[src/rtl/btb_pkg.sv]
// Shared types and constants for the BTB write-side controller.
package btb_pkg;

    localparam int unsigned BTB_SIZE  = 128;
    localparam int unsigned BTB_WIDTH = 32;
    localparam int unsigned IDX_W     = $clog2(BTB_SIZE);
    localparam int unsigned TAG_W     = BTB_WIDTH - 2 - IDX_W;

    localparam logic [6:0] OPC_BRANCH = 7'b1100011;
    localparam logic [6:0] OPC_JAL    = 7'b1101111;
    localparam logic [6:0] OPC_JALR   = 7'b1100111;

    typedef struct packed {
        logic [IDX_W-1:0]     index;
        logic [TAG_W-1:0]     tag;
        logic [BTB_WIDTH-1:0] target;
        logic                 taken;
    } btb_upd_t;

    typedef enum logic {S_SWEEP, S_RUN} state_t;

endpackage

[src/rtl/btb_upd_fifo.sv]
// Synchronous FIFO of pending BTB updates with a synchronous clear.
module btb_upd_fifo
    import btb_pkg::*;
#(
    parameter int unsigned DEPTH = 4
) (
    input  logic                     clk_i,
    input  logic                     rst_i,
    input  logic                     clr_i,
    input  logic                     push_i,
    input  logic                     pop_i,
    input  btb_upd_t                 din_i,
    output btb_upd_t                 head_o,
    output logic [$clog2(DEPTH):0]   count_o,
    output logic                     full_o,
    output logic                     empty_o
);

    localparam int unsigned PTR_W = $clog2(DEPTH);
    localparam int unsigned CNT_W = PTR_W + 1;

    btb_upd_t           mem [DEPTH];
    logic [PTR_W-1:0]   wr_ptr;
    logic [PTR_W-1:0]   rd_ptr;
    logic               do_push;
    logic               do_pop;

    assign full_o  = (count_o == CNT_W'(DEPTH));
    assign empty_o = (count_o == '0);
    assign do_push = push_i & ~full_o;
    assign do_pop  = pop_i & ~empty_o;
    assign head_o  = mem[rd_ptr];

    always_ff @(posedge clk_i) begin
        if (do_push) begin
            mem[wr_ptr] <= din_i;
        end
    end

    always_ff @(posedge clk_i) begin
        if (rst_i || clr_i) begin
            wr_ptr  <= '0;
            rd_ptr  <= '0;
            count_o <= '0;
        end else begin
            if (do_push) wr_ptr <= wr_ptr + PTR_W'(1);
            if (do_pop)  rd_ptr <= rd_ptr + PTR_W'(1);
            case ({do_push, do_pop})
                2'b10:   count_o <= count_o + CNT_W'(1);
                2'b01:   count_o <= count_o - CNT_W'(1);
                default: count_o <= count_o;
            endcase
        end
    end

endmodule

[src/rtl/btb_update_ctrl.sv]
// Resolves CTIs against their prediction, raises flush/redirect, and arbitrates
// queued BTB updates against the invalidate sweep on the single write port.
module btb_update_ctrl
    import btb_pkg::*;
#(
    parameter int unsigned SIZE       = BTB_SIZE,
    parameter int unsigned WIDTH      = BTB_WIDTH,
    parameter int unsigned FIFO_DEPTH = 4
) (
    input  logic              clk_i,
    input  logic              rst_i,
    input  logic              ex_valid_i,
    input  logic              ex_is_cti_i,
    input  logic [WIDTH-1:0]  ex_pc_i,
    input  logic [WIDTH-1:0]  ex_target_i,
    input  logic              ex_taken_i,
    input  logic              ex_pred_taken_i,
    input  logic [WIDTH-1:0]  ex_pred_pc_i,
    input  logic              invalidate_req_i,
    input  logic              btb_ready_i,
    output logic              btb_wr_en_o,
    output logic              btb_wr_inval_o,
    output logic [IDX_W-1:0]  btb_wr_index_o,
    output logic [TAG_W-1:0]  btb_wr_tag_o,
    output logic [WIDTH-1:0]  btb_wr_target_o,
    output logic              btb_wr_taken_o,
    output logic              stall_o,
    output logic              flush_o,
    output logic [WIDTH-1:0]  redirect_pc_o,
    output logic              busy_o,
    output logic [31:0]       cnt_cti_o,
    output logic [31:0]       cnt_mispred_o
);

    localparam int unsigned CNT_W = $clog2(FIFO_DEPTH) + 1;

    state_t             state, state_n;
    logic [IDX_W-1:0]   sweep_idx, sweep_idx_n;
    logic               accept, mispred;
    logic               fifo_push, fifo_pop, fifo_clr;
    logic               fifo_full, fifo_empty;
    logic [CNT_W-1:0]   fifo_count;
    btb_upd_t           fifo_din, fifo_head;

    assign stall_o = (fifo_count == CNT_W'(FIFO_DEPTH));
    assign accept  = ex_valid_i & ex_is_cti_i & ~stall_o;
    assign mispred = (ex_taken_i != ex_pred_taken_i) |
                     (ex_taken_i & ex_pred_taken_i & (ex_target_i != ex_pred_pc_i));
    assign busy_o  = (state == S_SWEEP);

    assign fifo_din.index  = ex_pc_i[IDX_W+1:2];
    assign fifo_din.tag    = ex_pc_i[WIDTH-1:IDX_W+2];
    assign fifo_din.target = ex_target_i;
    assign fifo_din.taken  = ex_taken_i;

    assign fifo_push = accept & (state == S_RUN) & ~fifo_full;
    assign fifo_pop  = (state == S_RUN) & ~fifo_empty & btb_ready_i;

    btb_upd_fifo #(.DEPTH(FIFO_DEPTH)) u_fifo (
        .clk_i   (clk_i),
        .rst_i   (rst_i),
        .clr_i   (fifo_clr),
        .push_i  (fifo_push),
        .pop_i   (fifo_pop),
        .din_i   (fifo_din),
        .head_o  (fifo_head),
        .count_o (fifo_count),
        .full_o  (fifo_full),
        .empty_o (fifo_empty)
    );

    always_ff @(posedge clk_i) begin
        if (rst_i) begin
            state     <= S_SWEEP;
            sweep_idx <= '0;
        end else begin
            state     <= state_n;
            sweep_idx <= sweep_idx_n;
        end
    end

    always_comb begin
        state_n         = state;
        sweep_idx_n     = sweep_idx;
        fifo_clr        = 1'b0;
        btb_wr_en_o     = 1'b0;
        btb_wr_inval_o  = 1'b0;
        btb_wr_index_o  = '0;
        btb_wr_tag_o    = '0;
        btb_wr_target_o = '0;
        btb_wr_taken_o  = 1'b0;
        case (state)
            S_SWEEP: begin
                btb_wr_en_o    = 1'b1;
                btb_wr_inval_o = 1'b1;
                btb_wr_index_o = sweep_idx;
                // A restart request outranks progress on the current index.
                if (invalidate_req_i) begin
                    sweep_idx_n = '0;
                end else if (btb_ready_i) begin
                    sweep_idx_n = sweep_idx + IDX_W'(1);
                    if (sweep_idx == IDX_W'(SIZE - 1)) state_n = S_RUN;
                end
            end
            S_RUN: begin
                btb_wr_en_o     = ~fifo_empty;
                btb_wr_index_o  = fifo_head.index;
                btb_wr_tag_o    = fifo_head.tag;
                btb_wr_target_o = fifo_head.target;
                btb_wr_taken_o  = fifo_head.taken;
                if (invalidate_req_i) begin
                    state_n     = S_SWEEP;
                    sweep_idx_n = '0;
                    fifo_clr    = 1'b1;
                end
            end
            default: state_n = S_SWEEP;
        endcase
    end

    always_ff @(posedge clk_i) begin
        if (rst_i) begin
            flush_o       <= 1'b0;
            redirect_pc_o <= '0;
            cnt_cti_o     <= '0;
            cnt_mispred_o <= '0;
        end else begin
            flush_o <= accept & mispred;
            if (accept) begin
                cnt_cti_o <= cnt_cti_o + 32'd1;
                if (mispred) begin
                    cnt_mispred_o <= cnt_mispred_o + 32'd1;
                    redirect_pc_o <= ex_taken_i ? ex_target_i : ex_pc_i + WIDTH'(4);
                end
            end
        end
    end

endmodule

[config.mk]
export PLATFORM = sky130hd
export DESIGN_NAME = btb_update_ctrl
export DESIGN_NICKNAME = d
export VERILOG_FILES = /design/src/rtl/btb_pkg.sv /design/src/rtl/btb_upd_fifo.sv /design/src/rtl/btb_update_ctrl.sv
export SDC_FILE = /design/constraint.sdc
export NUM_CORES = 1
export LEC_CHECK = 0
export CAP_MARGIN = 5
export CORE_UTILIZATION = 50
export CTS_CLUSTER_DIAMETER = 120
export CTS_CLUSTER_SIZE = 25
export DETAILED_ROUTE_END_ITERATION = 6
export PLACE_DENSITY = 0.76
export SLEW_MARGIN = 20
export SYNTH_ARGS = -nofsm -noshare
export SYNTH_HDL_FRONTEND = slang
export SYNTH_SLANG_ARGS = --single-unit
[constraint.sdc]
create_clock -name clk_i -period 3.51 [get_ports clk_i]
set_clock_uncertainty 0.2 [all_clocks]
set_input_delay 0.351 -clock clk_i [delete_from_list [all_inputs] [get_ports clk_i]]
set_output_delay 0.351 -clock clk_i [all_outputs]
set_load 0.005 [all_outputs]
After elaboration in Yosys (flattened, before gate mapping)
Memory sizes are Yosys's and may differ from the RTL's. A register that Yosys moved wholly into a read port is not among the register bits.
Cells that the tools add are included.

storage, ports and cells
  memories = 1
  input port bits = 104
  word-level logic and storage cells = 69
  bits in registers = 112
  bits in writable memories = 252
  output and inout port bits = 164

memory list
  name        depth  bits a word  read ports  clocked after memory_dff  wr ports  RTL line            text
  u_fifo.mem  4      63           1           1                         1         btb_upd_fifo.sv:22  btb_upd_t mem [DEPTH];

cells by class
  muxes and demuxes = 23
  bitwise operators = 15
  reduce and logical (&&, ||, !) cells = 5
  equal/unequal tests = 8
  add/subtract/negate cells = 8

operator list
  cell                                                                number
  32-bit by 1-bit adder with 32-bit output, second input constant     2
  32-bit 2-to-1 mux                                                   2
  32-bit by 3-bit adder with 32-bit output, second input constant     1
  32-bit != test                                                      1
  7-bit one-hot mux with 2 select lines                               2
  23-bit 2-to-1 mux                                                   1
  7-bit 2-to-1 mux                                                    3
  1-bit bitwise AND                                                   11
  1-bit 2-to-1 mux                                                    10
  7-bit by 1-bit adder with 7-bit output, second input constant       1
  7-bit == test, second input constant                                1
  3-bit one-hot mux with 2 select lines                               1
  2-bit by 1-bit adder with 2-bit output, second input constant       2
  2-bit 2-to-1 mux                                                    2
  1-bit one-hot mux with 2 select lines                               2
  2-bit AND reduction                                                 2
  3-bit by 1-bit adder with 3-bit output, second input constant       1
  3-bit == test, second input constant                                1
  3-bit logical NOT                                                   1
  3-bit != test, second input constant                                1
  1-bit NOT                                                           3
  3-bit by 1-bit subtractor with 3-bit output, second input constant  1
  2-bit by 1-bit == test with 1-bit output, second input constant     1
  2-bit == test, second input constant                                1
  5 further kinds                                                     5

Longest topological paths before layout
Gate-level depths: netlist of run 1.

  depth after elaboration = 8
  mapped depth = 10
  gate-level depth less buffers = 9

Modules after synthesis
A second synthesis of run 1 with hierarchy kept.

unflattened totals
  cells, all modules = 1278
  area total of the unflattened synthesis = 16432.0 um2

modules (own cells, without submodules)
  module           cells an instance  area each (um2)  seq. area each (um2)  times used
  btb_upd_fifo     385                9556.7           7747.4                1
  btb_update_ctrl  893                6875.3           2102.0                1

Worst setup path after synthesis of run 1
No wires, ideal clock.

  path kind = register to register
  start = register state
  end = memory u_fifo.mem[3][0] (netlist name) (enable)
  data required time = 2.882 ns
  cell stages (with the launch flop) = 4
  period minus slack after synthesis = 3.108 ns
  library setup time = 0.428 ns
  setup slack = 0.402 ns
  path buffers = 2
  data arrival time = 2.480 ns
  cell sequence = dfxtp_1 > clkbuf_1 > buf_1 > and3_1

on the way
  cells in the longest elaborated chain, start to end = 5

RTL lines
  what                                    RTL line               text
  start, declared                         btb_update_ctrl.sv:37  state_t state, state_n;
  start signal, assigned                  btb_update_ctrl.sv:77  state <= state_n;
  1-bit bitwise AND (2 in series)         btb_update_ctrl.sv:56  assign fifo_push = accept & (state == S_RUN) & ~fifo_full;
  1-bit bitwise AND                       btb_upd_fifo.sv:30     assign do_push = push_i & ~full_o;
  1-bit 2-to-1 mux                        btb_upd_fifo.sv:35     if (do_push) begin
  1-bit 2-to-1 mux (implied by the code)  btb_upd_fifo.sv:36     mem[wr_ptr] <= din_i;
  end, declared                           btb_upd_fifo.sv:22

Every way passes these cells.

==> results.py, run 1 <==
metrics = {
    "layout": {
        "fillers": 2406,
        "layout_commonest_cell": "clkdlybuf4s50_1",
        "finalInstanceArea_sq_um": 19880,
        "num-nets-final": 1565,
        "areaGrowthSynthToFinish_pct": 23.73,
        "seq_area_sq_um": 9856,
        "layout-drive-gt1-share": 0.1081,
        "layout.cells.most_common_list": "clkdlybuf4s50_1 (266), edfxtp_1 (252), dfxtp_1 (111)",
        "final_core_occ": 0.6300,
        "multi_input_area_sq_um": 5887,
    },
    "hold_path": {
        "worst_hold_path_type": "in2reg",
        "hold_path_depth": 3,
    },
    "sta": {
        "hold_viol_final": 0,
        "slew_violations": 0,
        "grt_setup_unrepaired": "no",
        "timing.fmax_ghz": 0.3124,
        "min_period_over_period": 0.9120,
        "final-setup-viol-count": 0,
        "finalWorstPathRequiredPeriod_ns": 3.201,
        "worstMarginPinSlew_ns": 0.6899,
        "timing.slew.headroom": 0.5401,
        "tns_ns": 0,
    },
    "worst_setup_path": {
        "crit_fanout": 32,
        "crit_cells": 4,
        "cp_cell_sequence": "buf_12, mux4_2, and2_1, clkdlybuf4s50_1",
        "timing.critical_path.to_type": "output port",
        "timing.critical_path.slowest_cell_delay_ns": 0.58,
        "reg2regPathDepth": 8,
        "critical_path.startpoint_type": "flip-flop",
        "critical_path_arrival_ns": 2.65,
        "critical_path.slowest_cell": "dfxtp_4",
        "worst-path-buf-inv": 2,
        "timing_worst_setup_path_type": "reg2out",
        "cpLargestDelayFamily": "buffers and inverters",
        "critical_path_data_required_time_ns": 2.96,
    },
    "power_and_ir_drop": {
        "comb_power_share": 0.069,
        "p_clk_frac": 0.312,
        "total_power_mw": 7.503,
        "total_leakage_power_nw": 6.549,
        "total_power_per_unit_cell_area_nw_per_um2": 377.5,
        "ir_worst_vdd_uv": 293.1,
        "switching_power_mw": 1.616,
        "p_seq_frac": 0.619,
        "int_power_mw": 5.887,
        "swShare": 0.2154,
    },
    "synthesis": {
        "yosysTopAreaCell": "edfxtp_1",
        "synthFlopType": "edfxtp_1",
        "synthCells": 1192,
        "post_synth_num_cell_types": 61,
        "synthesized_netlist_net_count": 1307,
        "synth.top_cells.by_area": "edfxtp_1 (47%), dfxtp_1 (14%), mux4_2 (8.8%), xor2_1 (3.8%), and2_1 (2.3%)",
        "syn-mean-instance-area_sq_um": 13.48,
        "synthesis.area_sq_um": 16070,
        "ys_seq_area_frac": 0.6130,
        "synth_edf_count": 252,
        "synth.yosys.warnings": 0,
        "post-synth-top-area-fraction": 0.4710,
        "share_of_flip_flops_with_an_asynchronous_set_or_reset_after_synthesis": 0,
        "synth.ff_latch_count": 366,
    },
    "routing": {
        "detail_route.vias_per_cell": 5.800,
        "routed_wirelength_mm": 41.74,
        "detail_route.drc_violations": 0,
        "drt-wirelength-per-cell_microns": 22.36,
        "vias": 10830,
        "drt_iter0_drc": 800,
        "count_of_antenna_violating_nets_left_after_detailed_routing": 0,
        "drt_first_pass_iters": 5,
    },
    "floorplanning": {
        "floorplan.rows": 65,
        "design.portCount": 268,
        "core_region_area_sq_um": 31560,
        "die-area_sq_um": 32850,
        "chipWidth_microns": 181.3,
        "floorplan.initialDensity": 0.5092,
        "die-height_microns": 181.3,
    },
    "clock_network": {
        "clockBufferDepth": 3,
        "cts_made_buffers": 18,
        "tritoncts_clock_tree": "done",
        "cts.htree.levels": 1,
        "ctsResizeCount": 0,
        "clock-sinks": 366,
        "post_cts.repair.setup_buffers": 0,
        "clock_latency_ns": 0.52,
        "clock_pin_slew_on_the_worst_setup_and_hold_paths_ns": 0.10,
        "root_buffer_cell": "clkbuf_16",
        "holdBufCountCts": 0,
    },
    "outcome": {
        "run_status": "complete, no violations",
    },
    "global_routing": {
        "grt.overflow.total": 0,
        "vias_in_the_first_global_route": 10560,
        "antenna_found_initial": 6,
        "grt.total_usage": 0.2530,
        "grt_first_pass_wirelength_mm": 63.18,
        "largest_net_degree_at_the_start_of_global_routing": 119,
    },
    "placed_design": {
        "port_buffers": 267,
        "placed_cell_area_sq_um": 19340,
        "hpwl_mm": 29.42,
        "globalplace.congestion": 0.9016,
    },
    "job": {
        "max_cap_violations": 0,
    },
}
[cells by family (layout without fill, tap and decap cells)]
group                      Yosys count  in the layout  synth area share
AOI/OAI and AO/OA                  126            126           0.04883
other                                0              3                 0
xor gates and xnor gates            95             95           0.05179
and+or+nand+nor                    406            406            0.1383
adders and majority gates           11             11          0.009034
buffers and inverters               82            352           0.02103
DFF                                366            366            0.6130
muxes                              106            106            0.1180
[cell type report]
type	count	share of cell area
Inverter	13	0.002455
Clock inverter	1	0.0005665
Sequential cell	366	0.4958
Tap cell	402	0.02530
Clock buffer	31	0.02618
Timing Repair Buffer	307	0.1532
Multi-Input combinational cell	744	0.2961
Antenna cell	3	0.0003776
[worst min-delay path, cell delays in order]
cell    delay (ns)
buf_4         0.13
buf_12        0.22
nor2_1        0.15
[worst paths after layout]
check | start | end | slack (ns)
worst max register to register | u_fifo.count_o[2] | redirect_pc_o[1] | 0.78
worst min register to register | redirect_pc_o[19] | redirect_pc_o[19] | 0.28
worst min-delay path | rst_i | cnt_cti_o[11] | 0.23
worst max-delay path | flip-flop | btb_wr_target_o[24] | 0.31
[metal layers]
layer  share of wire  up-vias  global-route usage
met5         0.00072        -                   0
met4           0.029        4             0.07220
met3           0.096       61             0.06894
met2            0.46      437              0.4025
met1            0.41     5376              0.3409
li1                -     4950                   -
[synthesized netlist by cell type (25+ instances only)]
master	n
mux4_2	63
nand2_1	56
a21oi_1	55
dfxtp_1	114
and2_1	60
mux2_1	29
edfxtp_1	252
xor2_1	70
nand4_1	27
clkbuf_1	44
nand3_1	61
xnor2_1	25
nor2b_1	30
nor2_1	89
[per-stage QoR]
stage / cells / worst slack [ns] / hold slack (ns)
6_report: 1867 / 0.3087 / 0.2327
5_1_grt: 1866 / 0.1888 / 0.2335
4_1_cts: 1864 / 0.2532 / 0.1941
3_5_place_dp: 1832 / 0.3310 / 0.2534
3_3_place_gp: 1832 / 0.3943 / 0.2515
2_1_floorplan: 1192 / 0.4022 / 0.2499
[flip-flops by register name, indices dropped and copies added, names as in the netlist, named ones only]
register and flops:
u_fifo.wr_ptr 2, redirect_pc_o 32, u_fifo.count_o 3, sweep_idx 7, cnt_mispred_o 32, flush_o 1, cnt_cti_o 32, u_fifo.rd_ptr 2
u_fifo.mem 252, state 1
[power by group through the flow]
stage	combinational (mW)	clock, mW	sequential (mW)
2_1_floorplan	0.170	0	4.74
3_3_place_gp	0.508	0	4.74
3_5_place_dp	0.514	0	4.74
4_1_cts	0.517	2.40	4.64
5_1_grt	0.555	2.54	4.65
6_report	0.521	2.34	4.64
(Power assumes the default switching activity.)
==> run 2: changes to the inputs <==
--- a/config.mk
+++ b/config.mk
@@ -10,7 +10,9 @@
 export CTS_CLUSTER_DIAMETER = 120
 export CTS_CLUSTER_SIZE = 25
 export DETAILED_ROUTE_END_ITERATION = 6
+export MAX_ROUTING_LAYER = met4
 export PLACE_DENSITY = 0.76
+export REMOVE_ABC_BUFFERS = 1
 export SLEW_MARGIN = 20
 export SYNTH_ARGS = -nofsm -noshare
 export SYNTH_HDL_FRONTEND = slang
==> constraint.sdc (replaced) <==
create_clock -name clk_i -period 3.51 [get_ports clk_i]
set_clock_uncertainty 0.2 [all_clocks]
set_input_delay 0.351 -clock clk_i [delete_from_list [all_inputs] [get_ports clk_i]]
set_output_delay 0.351 -clock clk_i [all_outputs]
set_load 0.05 [all_outputs]
==> run 2 against run 1 <==
Against the previous run: cell count increased by 0.43%; sequential share of layout area decreased by 0.37 points; first-iteration DRC count decreased by 2.9%; clock power about the same; non-clock buffer count increased by 11; routed wire length decreased by 1.5%; maximum frequency decreased by 3.6%; flip-flop and latch count unchanged; design area increased by 0.76%; die area unchanged; worst hold slack got worse by 0.17 ns; register-to-register slack got worse by 0.04 ns; critical path type unchanged.
==> results.py, run 2 (same netlist as run 1, synthesis figures left out) <==
metrics = {
    "outcome": {
        "run_status": "complete, no violations",
    },
    "global_routing": {
        "antenna_found_initial": 0,
        "largest_net_degree_at_the_start_of_global_routing": 55,
        "grt_first_pass_wirelength_mm": 63.09,
        "grt.total_usage": 0.2578,
        "grt.overflow.total": 0,
        "vias_in_the_first_global_route": 10880,
    },
    "placed_design": {
        "hpwl_mm": 28.73,
        "globalplace.congestion": 0.8576,
        "port_buffers": 267,
        "dp_cells": 1843,
    },
    "routing": {
        "drt_iter0_drc": 777,
        "count_of_antenna_violating_nets_left_after_detailed_routing": 0,
        "vias": 10810,
        "detail_route.drc_violations": 0,
        "routed_wirelength_mm": 41.12,
        "detail_route.vias_per_cell": 5.764,
        "drt-wirelength-per-cell_microns": 21.93,
        "drt_first_pass_iters": 4,
    },
    "sta": {
        "worstMarginPinSlew_ns": 0.8336,
        "final-setup-viol-count": 0,
        "grt_setup_unrepaired": "no",
        "tns_ns": 0,
        "hold_viol_final": 0,
        "timing.slew.headroom": 0.4443,
        "finalWorstPathRequiredPeriod_ns": 3.320,
        "min_period_over_period": 0.9458,
        "slew_violations": 0,
        "timing.fmax_ghz": 0.3012,
    },
    "layout": {
        "largest_register_ff_count": 252,
        "num-nets-final": 1576,
        "insertedDiodeCount": 0,
        "layout_commonest_cell": "clkdlybuf4s50_1",
        "fillers": 2412,
        "seq_area_sq_um": 9856,
        "areaGrowthSynthToFinish_pct": 24.66,
        "number_of_cells_in_the_finished_layout_apart_from_fillers": 1875,
        "final_core_occ": 0.6347,
        "multi_input_area_sq_um": 5887,
        "layout-drive-gt1-share": 0.1147,
        "largest_register": "u_fifo.mem",
        "layout.cells.most_common_list": "clkdlybuf4s50_1 (266), edfxtp_1 (252), dfxtp_1 (111)",
    },
    "power_and_ir_drop": {
        "total_power_per_unit_cell_area_nw_per_um2": 378.7,
        "total_leakage_power_nw": 6.620,
        "total_power_mw": 7.586,
        "ir_worst_vdd_uv": 338.4,
    },
    "worst_setup_path": {
        "crit_fanout": 39,
        "critical_path.startpoint_type": "flip-flop",
        "timing_worst_setup_path_type": "reg2out",
        "timing.critical_path.to_type": "output port",
        "critical_path_arrival_ns": 2.77,
        "cp_cell_sequence": "inv_1, or4_1, clkdlybuf4s50_1",
        "rr_startpoint": "state",
        "timing.critical_path.slowest_cell_delay_ns": 0.87,
        "worst_setup_path_startpoint": "state",
        "critical_path_data_required_time_ns": 2.96,
        "critical_path.slowest_cell": "dfxtp_2",
    },
    "job": {
        "max_cap_violations": 0,
    },
    "floorplanning": {
        "die-area_sq_um": 32850,
        "design.portCount": 268,
        "floorplan.initialDensity": 0.5092,
        "die-height_microns": 181.3,
        "core_region_area_sq_um": 31560,
        "floorplan.rows": 65,
        "chipWidth_microns": 181.3,
    },
    "clock_network": {
        "tritoncts_clock_tree": "done",
        "cts_made_buffers": 18,
        "post_cts.repair.setup_buffers": 0,
        "ctsResizeCount": 0,
        "cts.htree.levels": 1,
        "holdBufCountCts": 0,
        "clock-sinks": 366,
        "clockBufferDepth": 3,
        "clock_pin_slew_on_the_worst_setup_and_hold_paths_ns": 0.10,
        "clock_latency_ns": 0.51,
        "root_buffer_cell": "clkbuf_16",
    },
    "hold_path": {
        "worst_hold_path_type": "in2reg",
        "hp-start": "rst_i",
    },
}
run 2: final cells by class:
type / instances / area share
clock buffer: 31 / 0.02599
timing repair buffer: 318 / 0.1599
clock inverter: 1 / 0.0005622
sequential: 366 / 0.4921
tap: 402 / 0.02511
multi-input combinational: 744 / 0.2939
inverter: 13 / 0.002436
run 2: per-stage QoR:
stage	setup slack (ns)	hold WS, ns	instance area, sq um
after global routing	0.05032	0.06552	20030
after CTS	0.1249	0.06023	20030
after global placement	0.1663	0.2496	19500
after detailed placement	0.07169	0.2478	19500
final	0.1902	0.06423	20030
after floorplan	-0.7698	0.2201	15780
run 2: metal layers:
| metal | share of wire | up-vias | GRT usage |
|---|---|---|---|
| met5 | 0 | - | - |
| li1 | - | 4974 | - |
| met3 | 0.080 | 44 | 0.05644 |
| met1 | 0.42 | 5418 | 0.3313 |
| met4 | 0.018 | 0 | 0.05356 |
| met2 | 0.48 | 371 | 0.4212 |
run 2: worst max-delay path: cells and delay by family (launching register included):
family                 cells  cell delay (ns)
buffers and inverters      2             0.93
DFF                        1             0.87
and+or+nand+nor            1             0.46
run 2: worst paths after layout:
kind / endpoint / slack (ns) / depth (start not counted)
setup / recovery: btb_wr_en_o / 0.19 / 3
hold / removal: cnt_cti_o[19] / 0.06 / 2
setup reg to reg: u_fifo.count_o[2] / 0.74 / 7
hold reg to reg: redirect_pc_o[30] / 0.27 / 1
run 2: power by group:
group / internal, mW / switching, mW
combinational: 0.237 / 0.359
clock: 1.03 / 1.32
sequential: 4.62 / 0.0197
